File: src/rtl/lane_gate_ctrl_pkg.sv
// Shared definitions for the parking-lane barrier controller: phase encodings,
// lane direction codes and default sizing.
package lane_gate_ctrl_pkg;

   typedef enum logic [1:0] {
      IDLE     = 2'd0,
      OPEN_IN  = 2'd1,
      OPEN_OUT = 2'd2,
      CLOSE    = 2'd3
   } gate_state_e;

   // Direction codes double as arbiter request/grant indices.
   localparam logic DIR_IN  = 1'b0;
   localparam logic DIR_OUT = 1'b1;

   localparam int DEF_COUNT_W        = 3;
   localparam int DEF_CAPACITY       = 7;
   localparam int DEF_TIMEOUT_CYCLES = 16;
   localparam int DEF_GUARD_CYCLES   = 2;
   localparam int DEF_TMR_W          = 5;

endpackage

File: src/rtl/lane_gate_ctrl_rr_arb2.sv
// Two-requester round-robin arbiter; on a tie the requester that did not win last time is granted.
module rr_arb2
   import lane_gate_ctrl_pkg::*;
(
   input  logic [1:0] req,
   input  logic       last,
   output logic [1:0] gnt
);

   assign gnt[DIR_IN]  = req[DIR_IN]  & (~req[DIR_OUT] | (last == DIR_OUT));
   assign gnt[DIR_OUT] = req[DIR_OUT] & (~req[DIR_IN]  | (last == DIR_IN));

endmodule

File: src/rtl/lane_gate_ctrl.sv
// Single-lane barrier sequencer: arbitrates entry/exit, opens the gate for the winner,
// watches the occupancy count for passage, and enforces timeout and a closed guard period.
module lane_gate_ctrl
   import lane_gate_ctrl_pkg::*;
#(
   parameter int COUNT_W        = DEF_COUNT_W,
   parameter int CAPACITY       = DEF_CAPACITY,
   parameter int TIMEOUT_CYCLES = DEF_TIMEOUT_CYCLES,
   parameter int GUARD_CYCLES   = DEF_GUARD_CYCLES,
   parameter int TMR_W          = DEF_TMR_W
) (
   input  logic               clk,
   input  logic               reset,
   input  logic               req_in,
   input  logic               req_out,
   input  logic [COUNT_W-1:0] count,
   output logic               gate_open,
   output logic               grant_in,
   output logic               grant_out,
   output logic               lot_full,
   output logic               busy,
   output logic               timeout_evt
);

   localparam logic [COUNT_W:0] CAP_X    = (COUNT_W+1)'(CAPACITY);
   localparam logic [COUNT_W:0] ONE_X    = (COUNT_W+1)'(1);
   localparam logic [TMR_W-1:0] TMO_LAST = TMR_W'(TIMEOUT_CYCLES - 1);
   localparam logic [TMR_W-1:0] GRD_LAST = TMR_W'(GUARD_CYCLES - 1);

   gate_state_e        state;
   logic [TMR_W-1:0]   timer;
   logic [COUNT_W-1:0] ref_cnt;
   logic               last_grant;
   logic [1:0]         req_ok;
   logic [1:0]         gnt;
   logic [COUNT_W:0]   cnt_x;
   logic [COUNT_W:0]   ref_x;
   logic               done;

   // One extra bit so ref+1 at full scale and ref-1 at zero cannot alias a real count.
   assign cnt_x = {1'b0, count};
   assign ref_x = {1'b0, ref_cnt};
   assign done  = (state == OPEN_IN)  ? (cnt_x == ref_x + ONE_X) :
                  (state == OPEN_OUT) ? (cnt_x == ref_x - ONE_X) : 1'b0;

   assign req_ok[DIR_IN]  = req_in  & (cnt_x < CAP_X);
   assign req_ok[DIR_OUT] = req_out & (count != '0);

   rr_arb2 u_arb (
      .req  (req_ok),
      .last (last_grant),
      .gnt  (gnt)
   );

   always_ff @(posedge clk or posedge reset) begin
      if (reset) begin
         state       <= IDLE;
         timer       <= '0;
         ref_cnt     <= '0;
         last_grant  <= DIR_OUT;
         gate_open   <= 1'b0;
         grant_in    <= 1'b0;
         grant_out   <= 1'b0;
         lot_full    <= 1'b0;
         busy        <= 1'b0;
         timeout_evt <= 1'b0;
      end else begin
         lot_full    <= (cnt_x >= CAP_X);
         timeout_evt <= 1'b0;
         unique case (state)
            IDLE: begin
               if (gnt[DIR_IN] || gnt[DIR_OUT]) begin
                  state      <= gnt[DIR_IN] ? OPEN_IN : OPEN_OUT;
                  grant_in   <= gnt[DIR_IN];
                  grant_out  <= gnt[DIR_OUT];
                  last_grant <= gnt[DIR_IN] ? DIR_IN : DIR_OUT;
                  gate_open  <= 1'b1;
                  busy       <= 1'b1;
                  ref_cnt    <= count;
                  timer      <= '0;
               end
            end
            OPEN_IN, OPEN_OUT: begin
               // Completion takes priority over a coincident timeout.
               if (done || timer == TMO_LAST) begin
                  state       <= CLOSE;
                  gate_open   <= 1'b0;
                  grant_in    <= 1'b0;
                  grant_out   <= 1'b0;
                  timer       <= '0;
                  timeout_evt <= ~done;
               end else begin
                  timer   <= timer + 1'b1;
                  ref_cnt <= count;
               end
            end
            CLOSE: begin
               if (timer == GRD_LAST) begin
                  state <= IDLE;
                  busy  <= 1'b0;
                  timer <= '0;
               end else begin
                  timer <= timer + 1'b1;
               end
            end
         endcase
      end
   end

endmodule
File: config.mk
export PLATFORM = sky130hd
export DESIGN_NAME = lane_gate_ctrl
export DESIGN_NICKNAME = d
export VERILOG_FILES = /design/src/rtl/lane_gate_ctrl_pkg.sv /design/src/rtl/lane_gate_ctrl_rr_arb2.sv /design/src/rtl/lane_gate_ctrl.sv
export SDC_FILE = /design/constraint.sdc
export NUM_CORES = 1
export LEC_CHECK = 0
export ABC_AREA = 1
export BUFFER_PORTS_ARGS = -buffer_cell sky130_fd_sc_hd__buf_4
export CAP_MARGIN = 20
export CORE_ASPECT_RATIO = 0.7
export CORE_MARGIN = 10
export CORE_UTILIZATION = 30
export CTS_BUF_LIST = sky130_fd_sc_hd__clkbuf_4
export DETAILED_ROUTE_END_ITERATION = 6
export GPL_ROUTABILITY_DRIVEN = 0
export PLACE_DENSITY = 0.54
export SETUP_SLACK_MARGIN = 0.5
export SYNTH_ARGS = -nofsm -noshare
export SYNTH_HDL_FRONTEND = slang
export SYNTH_SLANG_ARGS = --single-unit
File: constraint.sdc
create_clock -name clk -period 1.6 [get_ports clk]
set_input_delay 0.08 -clock clk [delete_from_list [all_inputs] [get_ports clk]]
set_output_delay 0.08 -clock clk [all_outputs]
set_load 0.02 [all_outputs]
Word-level counts from Yosys, hierarchy flattened. Index checks and enable logic that the tools add are counted.

$add $sub $neg: 3. $mul: 0. Divide/modulo/power cells: 0. Magnitude comparators: 2. Eq/ne operators: 11. Shift operators: 0. Multiplexer cells: 26. Bitwise operators: 10. Reductions and logical operators: 12.

Operator list (count): $mux 5 (3); $pmux 5 s3 (1); $reduce_and 3->1 (4); $mux 1 (10); $eq 3x4->1 (2); $mux 2 (4); $ne 2x2->1 const B (4); $pmux 1 s2 (4); $mux 3 (2); $pmux 2 s3 (1); $pmux 3 s2 (1); $add 5x1->5 const B (1); $eq 5x1->1 const B (1); $eq 5x4->1 const B (1); $add 3x1->4 const B (1); $and 1x1->1 (4); $eq 2x2->1 const B (2); $not 1->1 (4); $reduce_bool 2->1 (2); $sub 3x1->4 const B (1); $ge 3x3->1 const B (1); $lt 3x3->1 const B (1); $reduce_bool 3->1 (1); $eq 2x1->1 const B (1); 5 further kinds (7).

Register bits: 17. Latch bits: 0. Memory bits (writable): 0. Memory bits (read-only): 0. Bits of input ports: 7. Output and inout bits: 6. Word-level logic and storage cells: 74. Memories kept: 0.

Logic depth before layout (Yosys ltp). Gate-level depths: netlist (run 1).

Depth after elaboration: 8. Gate-level depth with buffers: 13. Mapped depth without buffers: 13.

Modules after synthesis. From an unflattened synthesis (run 1), not the netlist that was laid out.

Cell total of the unflattened synthesis: 164. Area, all modules: 1186.1 um^2.

Modules (own cells, without submodules): lane_gate_ctrl (instances 1, cells an instance 160, area each 1158.6 um^2, sequential area each 426.7 um^2); rr_arb2 (instances 1, cells an instance 4, area each 27.5 um^2, sequential area each 0.0 um^2).

Worst setup path before layout (run 1). No wires, ideal clock.

Kind: reg2reg. Start point: reg ref_cnt[0]. End point: reg grant_in. Library setup time: 123 ps. Data arrival time: 1470 ps. Data required time: 1477 ps. Path slack: 7 ps. Stages on the path, launching flop included: 11. Path buffers: 0. Clock period less this slack: 1593 ps. Path through: dfrtp_1 -> inv_1 -> ha_1 -> xnor2_1 -> nand2_1 -> nor2_1 -> nand2_2 -> nand4_4 -> nand2_2 -> nand2_1 -> o21ai_2.

Cells in the longest elaborated chain, start to end: 7. Elaborated cells between the ends (all ways): 9. Those cells by class: 2 x add/sub; 3 x eq/ne; 2 x mux; 2 x reduce/logical.

Ends and longest elaborated chain: start: declaration (line lane_gate_ctrl.sv:32) `logic [COUNT_W-1:0] ref_cnt;`; start signal: assignment (line lane_gate_ctrl.sv:79) `ref_cnt <= count;`; start signal: assignment (line lane_gate_ctrl.sv:94) `ref_cnt <= count;`; $sub 3x1->4 (line lane_gate_ctrl.sv:44) `(state == OPEN_OUT) ? (cnt_x == ref_x - ONE_X) : 1'b0;`; $eq 3x4->1 (line lane_gate_ctrl.sv:44); $mux 1 (line lane_gate_ctrl.sv:44); $mux 1 (*) (line lane_gate_ctrl.sv:43) `assign done = (state == OPEN_IN) ? (cnt_x == ref_x + ONE_X) :`; $logic_or 1x1->1 (*) (line lane_gate_ctrl.sv:85) `if (done || timer == TMO_LAST) begin`; $ne 2x2->1 (no line) (*); $reduce_and 3->1 (no line) (*); end signal: assignment (line lane_gate_ctrl.sv:74) `grant_in <= gnt[DIR_IN];`; end: declaration (line lane_gate_ctrl.sv:18) `output logic grant_in,`.

Every way passes the cells marked *; elsewhere a longest branch is shown, timed or not. A chain may end at the register's enable or synchronous reset.

Final worst setup path (run 1).
Start point: reg ref_cnt[0]. End point: reg timer[1].

Cells in the longest elaborated chain, start to end: 7. Elaborated cells between the ends (all ways): 9. Those cells by class: 2 x add/sub; 2 x eq/ne; 4 x mux; 1 x reduce/logical.

Ends and longest elaborated chain: $sub 3x1->4 (line lane_gate_ctrl.sv:44); $eq 3x4->1 (line lane_gate_ctrl.sv:44); $mux 1 (line lane_gate_ctrl.sv:44); $mux 1 (*) (line lane_gate_ctrl.sv:43); $logic_or 1x1->1 (*) (line lane_gate_ctrl.sv:85); $mux 5 (*) (line lane_gate_ctrl.sv:85); $pmux 5 s3 (*) (line lane_gate_ctrl.sv:70) `unique case (state)`; end signal: assignment (line lane_gate_ctrl.sv:93) `timer <= timer + 1'b1;`; end signal: assignment (line lane_gate_ctrl.sv:103) `timer <= timer + 1'b1;`; end: declaration (line lane_gate_ctrl.sv:31) `logic [TMR_W-1:0] timer;`.

Marked as above.

==> metrics.csv, run 1 <==
stage,metric,value,unit
power,leakage_power,0.797,nW
setup_path,critical_path.endpoint_type,flip-flop,
detailed_routing,initial_drc_count,50,
setup_path,logic_depth_of_the_worst_path_buffers_included,10,
worst_hold_path,whs_path_depth,3,
placement,dp_hpwl,2.03,mm
sta,fin_skew,0.00752,ns
layout,seq_area,428,µm²
layout,area.growth.synth_to_final,34.5,%
floorplanning,rows,18,
clock_network,clk-insertion-delay-late,0.30,ns
sta,fmax_achieved,644,MHz
sta,layout_min_cycle_time,1.55,ns
synthesis,synthesis.instances,152,
detailed_routing,route.detailed.drc,0,
power,finalPower,2.86,mW
floorplanning,floorplan.core_area,3560,µm²
run_status,run_status,"finished, final reports clean",
synthesis,synth_sequential_area_ratio,38.2,%
setup_path,slowest_cp_cell,sky130_fd_sc_hd__dfrtp_1,
sta,maxSlewHeadroom,55.1,%
setup_path,worstPathBufferInverterCount,1,
sta,setup_total_negative_slack,0,ns
setup_path,worst_ep_required_time,1.80,ns
clock_network,cts-buffers-inserted,3,
synthesis,syn_area_per_cell,7.35,µm²
synthesis,synth-adder-area-share,10.1,%
floorplanning,boundaryPins,13,
job,maxCapViolCount,0,
setup_path,cp.arrival,1.75,ns
detailed_routing,route.met2.wl,1.07,mm
sta,grt_setup_unrepaired,yes,
power,cellPowerDensity,1900,nW/µm²
floorplanning,die_w,92.9,µm
detailed_routing,topRoutingLayerUsed,met4,
floorplanning,dieArea,6600,µm²
layout,fin_cells,228,
sta,post-route-period-util,97.1,%
sta,report.final.setup_viol,0,
floorplanning,die_height,71.1,µm
detailed_routing,route.layer.met1.wl,1.34,mm
global_route,maximum_number_of_pins_on_one_net_before_global_route_repair,18,
setup_path,worst-r2r-cell-count,10,
synthesis,ys_warn_count,0,
setup_path,worst_setup_path_category,reg -> reg,
clock_network,clock_path_buffers,2,
global_route,first_pass_grt_wire_length,4.39,mm
synthesis,post_synth_and_or_nand_nor_area_fraction,34.0,%
setup_path,crit_path_max_incr_delay,0.39,ns
setup_path,path_delay_family,simple AND/OR/NAND/NOR gates,
power,vdd_ir_drop_max,0.840,mV
layout,proportion_of_layout_cells_with_a_drive_suffix_above_1,39.3,%
synthesis,syn_nets,168,
placement,pre_cts_ws,-0.0285,ns
layout,mostFrequentLayoutCells,"sky130_fd_sc_hd__nand2_1 (41), sky130_fd_sc_hd__buf_4 (21), sky130_fd_sc_hd__inv_1 (18)",
synthesis,synth_top_family_by_area,simple AND/OR/NAND/NOR gates,
global_route,globalRoute.totalOverflow,0,
sta,report.final.hold_viol_count,0,
synthesis,compound_gate_fraction_of_synth_area,5.71,%
placement,numPortBuffers,12,
setup_path,crit_chain,inv_2 -> ha_4 -> xnor2_2 -> nand2_1 -> nor2_2 -> nand2_2 -> nand4_4 -> nand2_4 -> nand2_2 -> o21ai_1,
clock_network,worst_setup_hold_path_clk_slew,0.11,ns
layout,layout_commonest_cell,sky130_fd_sc_hd__nand2_1,
detailed_routing,ant_nets,0,
layout,antenna_cells,0,
clock_network,cts_tree,built,
layout,fill_cells,388,
setup_path,most_frequent_cell_on_the_critical_path,sky130_fd_sc_hd__nand2_2,
synthesis,yosys.area_share.xor_xnor,3.14,%
setup_path,crit_fanout,5,
setup_path,worst_setup_path_start_kind,flip-flop,
detailed_routing,dr.pass1.iters,4,
detailed_routing,dr_wl_met3,143,µm
sta,tightestPinTransition,0.672,ns
global_route,grt_pass1_vias,974,
clock_network,ctsRootBufferMaster,sky130_fd_sc_hd__clkbuf_4,
sta,postLayoutSetupSlackWorst,0.0463,ns
layout,finalNetCount,195,
global_route,grt_usage,7.86,%
synthesis,yosys.cell_types.count,20,
sta,slew_violations,0,
detailed_routing,dr_total_vias,1003,
clock_network,htree_levels,1,
detailed_routing,detail_route.wl_per_cell,11.2,µm
synthesis,synth.ff_latch_count,17,
detailed_routing,drt-vias-per-instance,4.40,
placement,placed_cells,219,
worst_hold_path,holdCritPathClass,in -> reg,
sta,fin_hold_ws,0.0781,ns
synthesis,post_synth_mux_area_share,0,%
global_route,antenna_found_initial,0,
detailed_routing,drt_wl_total,2.56,mm
layout,multi_input_comb_area,709,µm²
clock_network,clock-sinks,17,
synthesis,synthesis.area,1120,µm²
floorplanning,initial_utilization,31.4,%
-- per-layer routing --
metal,vias up,track usage [%]
met1,464,10.7
li1,521,-
met3,2,3.27
met2,16,11.5
met4,0,1.02
met5,-,0
-- path summary, 6_finish.rpt --
kind                                        start                endpoint  slack, ns
max in group asynchronous                   reset    state[1]$_DFFE_PP0P_       0.71
hold / removal                           count[1]  ref_cnt[1]$_DFFE_PP0P_       0.08
setup reg to reg           ref_cnt[0]$_DFFE_PP0P_    timer[1]$_DFFE_PP0P_       0.05
min in group asynchronous                   reset    timer[1]$_DFFE_PP0P_       0.43
setup / recovery           ref_cnt[0]$_DFFE_PP0P_    timer[1]$_DFFE_PP0P_       0.05
hold reg to reg            last_grant$_DFFE_PP1P_  last_grant$_DFFE_PP1P_       0.48
-- worst reg2reg max path: stages, from the launching register on --
cell                      delay (ns)
sky130_fd_sc_hd__dfrtp_1        0.39
sky130_fd_sc_hd__inv_2          0.07
sky130_fd_sc_hd__ha_4           0.27
sky130_fd_sc_hd__xnor2_2        0.11
sky130_fd_sc_hd__nand2_1        0.08
sky130_fd_sc_hd__nor2_2         0.09
sky130_fd_sc_hd__nand2_2        0.09
sky130_fd_sc_hd__nand4_4        0.12
sky130_fd_sc_hd__nand2_4        0.10
sky130_fd_sc_hd__nand2_2        0.08
sky130_fd_sc_hd__o21ai_1        0.06
-- sequential cells by signal (all words and copies together) (netlist names) --
register,flops
timer,5
ref_cnt,3
state,2
busy,1
gate_open,1
grant_in,1
grant_out,1
last_grant,1
lot_full,1
timeout_evt,1
-- kinds of logic (layout without fill, tap and decap cells) --
logic type      after synthesis  after routing
xor+xnor                      4              4
flops                        17             17
compound gates               12             12
buf+inv                      26             52
fa+ha+maj                     9              9
simple gates                 84             84
-- Yosys cell counts --
master                    instances  area (µm²)
sky130_fd_sc_hd__inv_2            1        3.75
sky130_fd_sc_hd__nand3_2          1        10.0
sky130_fd_sc_hd__nand2_4          2        22.5
sky130_fd_sc_hd__nand2_1         53         199
sky130_fd_sc_hd__inv_1           24        90.1
sky130_fd_sc_hd__ha_1             9         113
sky130_fd_sc_hd__nand2_2          4        25.0
sky130_fd_sc_hd__nand4_1          1        6.26
sky130_fd_sc_hd__xnor2_1          2        17.5
sky130_fd_sc_hd__dfstp_2          1        26.3
sky130_fd_sc_hd__nand4_4          1        21.3
sky130_fd_sc_hd__o21ai_1          7        35.0
sky130_fd_sc_hd__nor2_1          11        41.3
sky130_fd_sc_hd__dfrtp_1         16         400
sky130_fd_sc_hd__a21oi_1          1        5.00
sky130_fd_sc_hd__o21ai_0          3        15.0
sky130_fd_sc_hd__o21ai_2          1        8.76
sky130_fd_sc_hd__xor2_1           2        17.5
sky130_fd_sc_hd__buf_2            1        5.00
sky130_fd_sc_hd__nand3_1         11        55.1
-- what timing repair did --
action / 4_1_cts / 5_1_grt
hold endpoints to repair: 16 / 0
setup endpoints to repair: 16 / 16
resized for setup: 8 / 24
buffers inserted: 1 / 3
gates cloned: 0 / 0
hold buffers: 1 / 0
pin swaps: 7 / 10
-- through the flow --
stage               util, %  cell area, µm²
detailed placement     37.6            1340
floorplan                 -            1140
finish                 42.2            1500
CTS                    39.6            1410
global placement       37.6            1340
global route           42.2            1500
-- power by group --
| group | switching, mW | leakage (nW) | internal (mW) |
|---|---|---|---|
| sequential | 0.126 | 0.217 | 0.587 |
| combinational | 1.08 | 0.562 | 0.812 |
| clock | 0.142 | 0.0184 | 0.114 |
| total | 1.35 | 0.797 | 1.51 |
-- cell type report --
| cell class | count | area share [%] |
|---|---|---|
| multi-input combinational | 109 | 47.2 |
| sequential | 17 | 28.5 |
| timing repair buffer | 23 | 11.9 |
| tap | 50 | 4.16 |
| inverter | 25 | 6.24 |
| clock buffer | 4 | 2.00 |
Note: power is estimated with default switching activity, not from simulation.
==> inputs of run 2 (changes only) <==
--- a/config.mk
+++ b/config.mk
@@ -14,7 +14,7 @@
 export CTS_BUF_LIST = sky130_fd_sc_hd__clkbuf_4
 export DETAILED_ROUTE_END_ITERATION = 6
 export GPL_ROUTABILITY_DRIVEN = 0
-export PLACE_DENSITY = 0.54
+export PLACE_DENSITY = 0.53
 export SETUP_SLACK_MARGIN = 0.5
 export SYNTH_ARGS = -nofsm -noshare
 export SYNTH_HDL_FRONTEND = slang
==> constraint.sdc (replaced) <==
create_clock -name clk -period 1.7 [get_ports clk]
set_input_delay 0.085 -clock clk [delete_from_list [all_inputs] [get_ports clk]]
set_output_delay 0.085 -clock clk [all_outputs]
set_load 0.02 [all_outputs]
==> run 2 against run 1 <==
  * Sequential power decreased by 9.1%
  * Clock power decreased by 12%
  * Largest power group unchanged
  * Cell count down 0.88%
  * Total power shrank 10%
  * Largest cell class unchanged
  * Final area down 2.7%
==> metrics.csv, run 2 (same netlist as run 1, synthesis figures left out) <==
stage,metric,value,unit
run_status,run_status,"finished, final reports clean",
setup_path,worst_setup_path_category,reg -> reg,
clock_network,cts-buffers-inserted,3,
global_route,globalRoute.totalOverflow,0,
layout,layout_commonest_cell,sky130_fd_sc_hd__nand2_1,
sta,fmax_achieved,642,MHz
setup_path,worst_ep_required_time,1.93,ns
setup_path,most_frequent_cell_on_the_critical_path,sky130_fd_sc_hd__nand2_1,
setup_path,logic_depth_of_the_worst_path_buffers_included,11,
setup_path,worst_setup_path_start_kind,flip-flop,
detailed_routing,dr_total_vias,978,
floorplanning,die_w,92.9,µm
layout,finalNetCount,193,
placement,placed_cells,217,
global_route,grt_pass1_vias,1012,
sta,report.final.setup_viol,0,
floorplanning,initial_utilization,31.4,%
sta,report.final.hold_viol_count,0,
detailed_routing,detail_route.wl_per_cell,10.7,µm
clock_network,clock-sinks,17,
layout,seq_area,427,µm²
detailed_routing,dr.pass1.iters,4,
global_route,grt_usage,7.86,%
sta,fin_skew,0.000837,ns
clock_network,cts_tree,built,
clock_network,worst_setup_hold_path_clk_slew,0.11,ns
job,maxCapViolCount,0,
layout,antenna_cells,0,
global_route,maximum_number_of_pins_on_one_net_before_global_route_repair,18,
global_route,antenna_found_initial,0,
sta,setup_total_negative_slack,0,ns
power,leakage_power,0.787,nW
placement,numPortBuffers,12,
detailed_routing,drt_wl_total,2.42,mm
floorplanning,floorplan.core_area,3560,µm²
setup_path,crit_chain,buf_4 -> ha_1 -> inv_1 -> nand2_1 -> nand2_1 -> inv_1 -> nand2_2 -> nand4_4 -> nand2_4 -> nand2_1 -> o21ai_1,
layout,fill_cells,397,
setup_path,critical_path.endpoint_type,flip-flop,
detailed_routing,route.detailed.drc,0,
sta,maxSlewHeadroom,56.2,%
placement,dp_hpwl,1.94,mm
layout,mostFrequentLayoutCells,"sky130_fd_sc_hd__nand2_1 (47), sky130_fd_sc_hd__buf_4 (20), sky130_fd_sc_hd__inv_1 (19)",
clock_network,clock_path_buffers,2,
layout,multi_input_comb_area,692,µm²
layout,proportion_of_layout_cells_with_a_drive_suffix_above_1,32.4,%
layout,largest-register,timer,
setup_path,slowest_cp_cell,sky130_fd_sc_hd__dfrtp_1,
floorplanning,die_height,71.1,µm
sta,tightestPinTransition,0.657,ns
sta,grt_setup_unrepaired,yes,
setup_path,path_delay_family,simple AND/OR/NAND/NOR gates,
floorplanning,dieArea,6600,µm²
clock_network,clk-insertion-delay-late,0.29,ns
layout,area.growth.synth_to_final,30.9,%
floorplanning,rows,18,
setup_path,crit_path_max_incr_delay,0.40,ns
sta,layout_min_cycle_time,1.56,ns
setup_path,worst-r2r-cell-count,11,
power,cellPowerDensity,1750,nW/µm²
setup_path,cp.arrival,1.79,ns
layout,fin_cells,226,
sta,slew_violations,0,
detailed_routing,initial_drc_count,32,
layout,largest_register_ff_count,5,
worst_hold_path,holdCritPathClass,in -> reg,
setup_path,worstPathBufferInverterCount,3,
layout,layout_top_registers,"timer: 5 flops, ref_cnt: 3 flops, state: 2 flops",
power,vdd_ir_drop_max,0.745,mV
detailed_routing,ant_nets,0,
clock_network,ctsRootBufferMaster,sky130_fd_sc_hd__clkbuf_4,
sta,post-route-period-util,91.7,%
clock_network,htree_levels,1,
floorplanning,boundaryPins,13,
worst_hold_path,whs_path_depth,3,
setup_path,crit_fanout,5,
detailed_routing,drt-vias-per-instance,4.33,
global_route,first_pass_grt_wire_length,4.39,mm
[run 2: cell count changes in the layout (fill, tap and decap cells not counted), sizes merged]
cell,previous run,this run
buf,22,20
clkinv,0,1
clkbuf,4,3
[run 2: worst paths after layout]
kind / endpoint / startpoint / slack [ns]
min reg2reg: gate_open$_DFFE_PP0P_ / gate_open$_DFFE_PP0P_ / 0.49
max: timer[4]$_DFFE_PP0P_ / ref_cnt[0]$_DFFE_PP0P_ / 0.14
min: lot_full$_DFF_PP0_ / count[0] / 0.07
max reg2reg: timer[4]$_DFFE_PP0P_ / ref_cnt[0]$_DFFE_PP0P_ / 0.14
min in group asynchronous: grant_in$_DFFE_PP0P_ / reset / 0.42
max in group asynchronous: ref_cnt[2]$_DFFE_PP0P_ / reset / 0.86
[run 2: area by class of cell]
type	count	share of cell area (%)
clock inverter	1	0.342
timing repair buffer	21	10.9
inverter	25	6.42
tap	50	4.28
sequential	17	29.2
clock buffer	3	1.54
multi-input combinational	109	47.3
[run 2: stage by stage]
step                hold slack, ns  setup WS, ns  total power [mW]  utilization, %  instance area (µm²)
CTS                         0.0687        0.0991              2.52            40.5                 1440
detailed placement           0.224        0.0846              2.07            37.1                 1320
global placement             0.227         0.103              2.03            37.1                 1320
floorplan                   0.0103         0.125              1.69               -                 1140
finish                      0.0725         0.141              2.57            41.1                 1460
global route                0.0932        0.0170              2.80            41.1                 1460
[run 2: report_power, final]
part	internal (mW)	switching (mW)
Combinational	0.719	0.972
Clock	0.0876	0.138
Sequential	0.550	0.0983
[run 2: layer usage]
layer / wire [µm] / GRT usage (%)
met5: 0 / 0
met4: 15 / 1.02
met3: 132 / 3.48
met2: 1020 / 11.9
met1: 1250 / 10.3
[run 2: timing repair]
action | in CTS | in global routing
hold buffers | 1 | 0
setup buffers | 4 | 0
resized for setup | 11 | 9
hold endpoints to repair | 16 | 0
pin swaps | 11 | 8
endpoints found under the setup margin | 15 | 15
[run 2: tightest hold or removal path: stages]
cell	delay (ns)
sky130_fd_sc_hd__buf_4	0.09
sky130_fd_sc_hd__nand3_1	0.10
sky130_fd_sc_hd__inv_1	0.07
==> inputs of run 3 (changes only) <==
--- a/config.mk
+++ b/config.mk
@@ -10,11 +10,11 @@
 export CAP_MARGIN = 20
 export CORE_ASPECT_RATIO = 0.7
 export CORE_MARGIN = 10
-export CORE_UTILIZATION = 30
+export CORE_UTILIZATION = 38
 export CTS_BUF_LIST = sky130_fd_sc_hd__clkbuf_4
 export DETAILED_ROUTE_END_ITERATION = 6
 export GPL_ROUTABILITY_DRIVEN = 0
-export PLACE_DENSITY = 0.53
+export PLACE_DENSITY = 0.62
 export SETUP_SLACK_MARGIN = 0.5
 export SYNTH_ARGS = -nofsm -noshare
 export SYNTH_HDL_FRONTEND = slang
==> run 3 against run 2 <==
  * Sequential power rose by 2%
  * Clock skew is 0.0042 ns higher
  * Critical path depth shrank 1
  * Highest routed layer unchanged
  * Die area decreased by 16%
  * Setup slack worse by 0.056 ns
  * Worst hold slack better by 0.0065 ns
  * Largest power group unchanged
  * Clock-buffer cell count did not move
  * Non-clock buffer count is 5 higher
  * Via count grew 5.3%
  * Cell count decreased by 4.0%
  * Clock power is essentially flat
  * First-iteration DRC count rose by 22%
==> metrics.csv, run 3 (same netlist as run 1, synthesis figures left out) <==
stage,metric,value,unit
detailed_routing,drt-vias-per-instance,4.75,
clock_network,cts-buffers-inserted,3,
power,finalPower,2.71,mW
setup_path,crit_path_max_incr_delay,0.41,ns
placement,pre_cts_ws,0.0365,ns
floorplanning,die_height,65.4,µm
sta,post-route-period-util,95.0,%
placement,dp_hpwl,2.06,mm
sta,report.final.hold_viol_count,0,
floorplanning,rows,16,
power,leakage_power,0.816,nW
sta,report.final.setup_viol,0,
layout,area.growth.synth_to_final,34.5,%
clock_network,ctsRootBufferMaster,sky130_fd_sc_hd__clkbuf_4,
clock_network,clock-sinks,17,
floorplanning,dieArea,5540,µm²
global_route,globalRoute.totalOverflow,0,
layout,layout_top_registers,"timer: 5 flops, ref_cnt: 3 flops, state: 2 flops",
layout,largest_register_ff_count,5,
run_status,run_status,"finished, final reports clean",
setup_path,worst_setup_path_start_kind,flip-flop,
setup_path,critical_path.endpoint_type,flip-flop,
sta,setup_total_negative_slack,0,ns
detailed_routing,dr_total_vias,1030,
sta,fmax_achieved,619,MHz
setup_path,crit_chain,inv_2 -> ha_4 -> xnor2_4 -> nand2_1 -> nor2_1 -> nand2_2 -> nand4_4 -> nand2_4 -> nand3_2 -> nand2_1,
global_route,grt_usage,9.93,%
sta,fin_skew,0.00500,ns
clock_network,cts_tree,built,
sta,tightestPinTransition,0.627,ns
floorplanning,die_w,84.8,µm
setup_path,worstPathBufferInverterCount,1,
layout,mostFrequentLayoutCells,"sky130_fd_sc_hd__nand2_1 (47), sky130_fd_sc_hd__buf_4 (24), sky130_fd_sc_hd__inv_1 (19)",
layout,proportion_of_layout_cells_with_a_drive_suffix_above_1,35.9,%
worst_hold_path,whs_path_depth,3,
detailed_routing,drt_wl_total,2.65,mm
layout,finalNetCount,198,
power,vdd_ir_drop_max,1.05,mV
detailed_routing,route.detailed.drc,0,
clock_network,worst_setup_hold_path_clk_slew,0.11,ns
sta,grt_setup_unrepaired,yes,
placement,numPortBuffers,12,
sta,maxSlewHeadroom,58.1,%
setup_path,worst_ep_required_time,1.89,ns
global_route,grt_pass1_vias,1054,
layout,layout_commonest_cell,sky130_fd_sc_hd__nand2_1,
global_route,antenna_found_initial,0,
detailed_routing,initial_drc_count,39,
detailed_routing,dr.pass1.iters,4,
setup_path,path_delay_family,simple AND/OR/NAND/NOR gates,
sta,slew_violations,0,
job,maxCapViolCount,0,
setup_path,slowest_cp_cell,sky130_fd_sc_hd__dfrtp_1,
clock_network,htree_levels,1,
setup_path,most_frequent_cell_on_the_critical_path,sky130_fd_sc_hd__nand2_1,
setup_path,worst_setup_path_category,reg -> reg,
sta,layout_min_cycle_time,1.61,ns
global_route,first_pass_grt_wire_length,4.67,mm
floorplanning,floorplan.core_area,2800,µm²
floorplanning,boundaryPins,13,
floorplanning,initial_utilization,39.9,%
setup_path,cp.arrival,1.81,ns
power,cellPowerDensity,1800,nW/µm²
clock_network,clock_path_buffers,2,
global_route,maximum_number_of_pins_on_one_net_before_global_route_repair,18,
detailed_routing,detail_route.wl_per_cell,12.2,µm
layout,antenna_cells,0,
setup_path,logic_depth_of_the_worst_path_buffers_included,10,
setup_path,worst-r2r-cell-count,10,
sta,postLayoutSetupSlackWorst,0.0858,ns
clock_network,clk-insertion-delay-late,0.29,ns
setup_path,crit_fanout,5,
worst_hold_path,holdCritPathClass,in -> reg,
detailed_routing,ant_nets,0,
layout,largest-register,timer,
[run 3: worst paths after layout]
check | from | end | slack (ns)
max in group asynchronous | reset | state[0]$_DFFE_PP0P_ | 0.87
max reg2reg | ref_cnt[0]$_DFFE_PP0P_ | timer[2]$_DFFE_PP0P_ | 0.09
min in group asynchronous | reset | gate_open$_DFFE_PP0P_ | 0.42
min | count[0] | lot_full$_DFF_PP0_ | 0.08
min reg2reg | grant_out$_DFFE_PP0P_ | grant_out$_DFFE_PP0P_ | 0.49
max | ref_cnt[0]$_DFFE_PP0P_ | timer[2]$_DFFE_PP0P_ | 0.09
[run 3: report_power, final]
group	switching, mW	internal [mW]
clock network	0.135	0.0875
registers	0.112	0.550
logic	1.02	0.801
[run 3: worst reg2reg max path: stages (launching register included)]
cell and delay, ns:
sky130_fd_sc_hd__dfrtp_1 0.41, sky130_fd_sc_hd__inv_2 0.09, sky130_fd_sc_hd__ha_4 0.22, sky130_fd_sc_hd__xnor2_4 0.14
sky130_fd_sc_hd__nand2_1 0.07, sky130_fd_sc_hd__nor2_1 0.13, sky130_fd_sc_hd__nand2_2 0.11, sky130_fd_sc_hd__nand4_4 0.14
sky130_fd_sc_hd__nand2_4 0.09, sky130_fd_sc_hd__nand3_2 0.08, sky130_fd_sc_hd__nand2_1 0.05
[run 3: metrics by stage]
stage | utilization, % | hold WS (ns) | area (µm²) | cells
2_1_floorplan | - | 0.0103 | 1140 | 152
3_3_place_gp | 46.5 | 0.214 | 1300 | 203
3_5_place_dp | 46.5 | 0.223 | 1300 | 203
4_1_cts | 50.6 | 0.0603 | 1420 | 213
5_1_grt | 53.6 | 0.0753 | 1500 | 217
6_report | 53.6 | 0.0790 | 1500 | 217
[run 3: metal layers]
metal	vias to the layer above	share of wire, %	track usage, %
met4	0	1.1	2.66
met5	-	0	0
li1	528	-	-
met3	4	6.2	3.33
met2	27	44	16.3
met1	471	49	12.2
[run 3: area by class of cell]
cell class | count | area, µm²
fillers | 268 | 1300
repair buffers | 26 | 201
inverters | 25 | 93.8
clock buffers | 3 | 22.5
flip-flops and latches | 17 | 427
multi-input cells | 109 | 708
clock inverters | 1 | 5.00
well taps | 36 | 45.0
[run 3: timing repair]
action	4_1_cts	5_1_grt
pin swaps	5	13
setup endpoints to repair	15	15
hold endpoints to repair	16	0
gates resized for setup	9	16
hold buffers	1	0
setup buffers	5	4
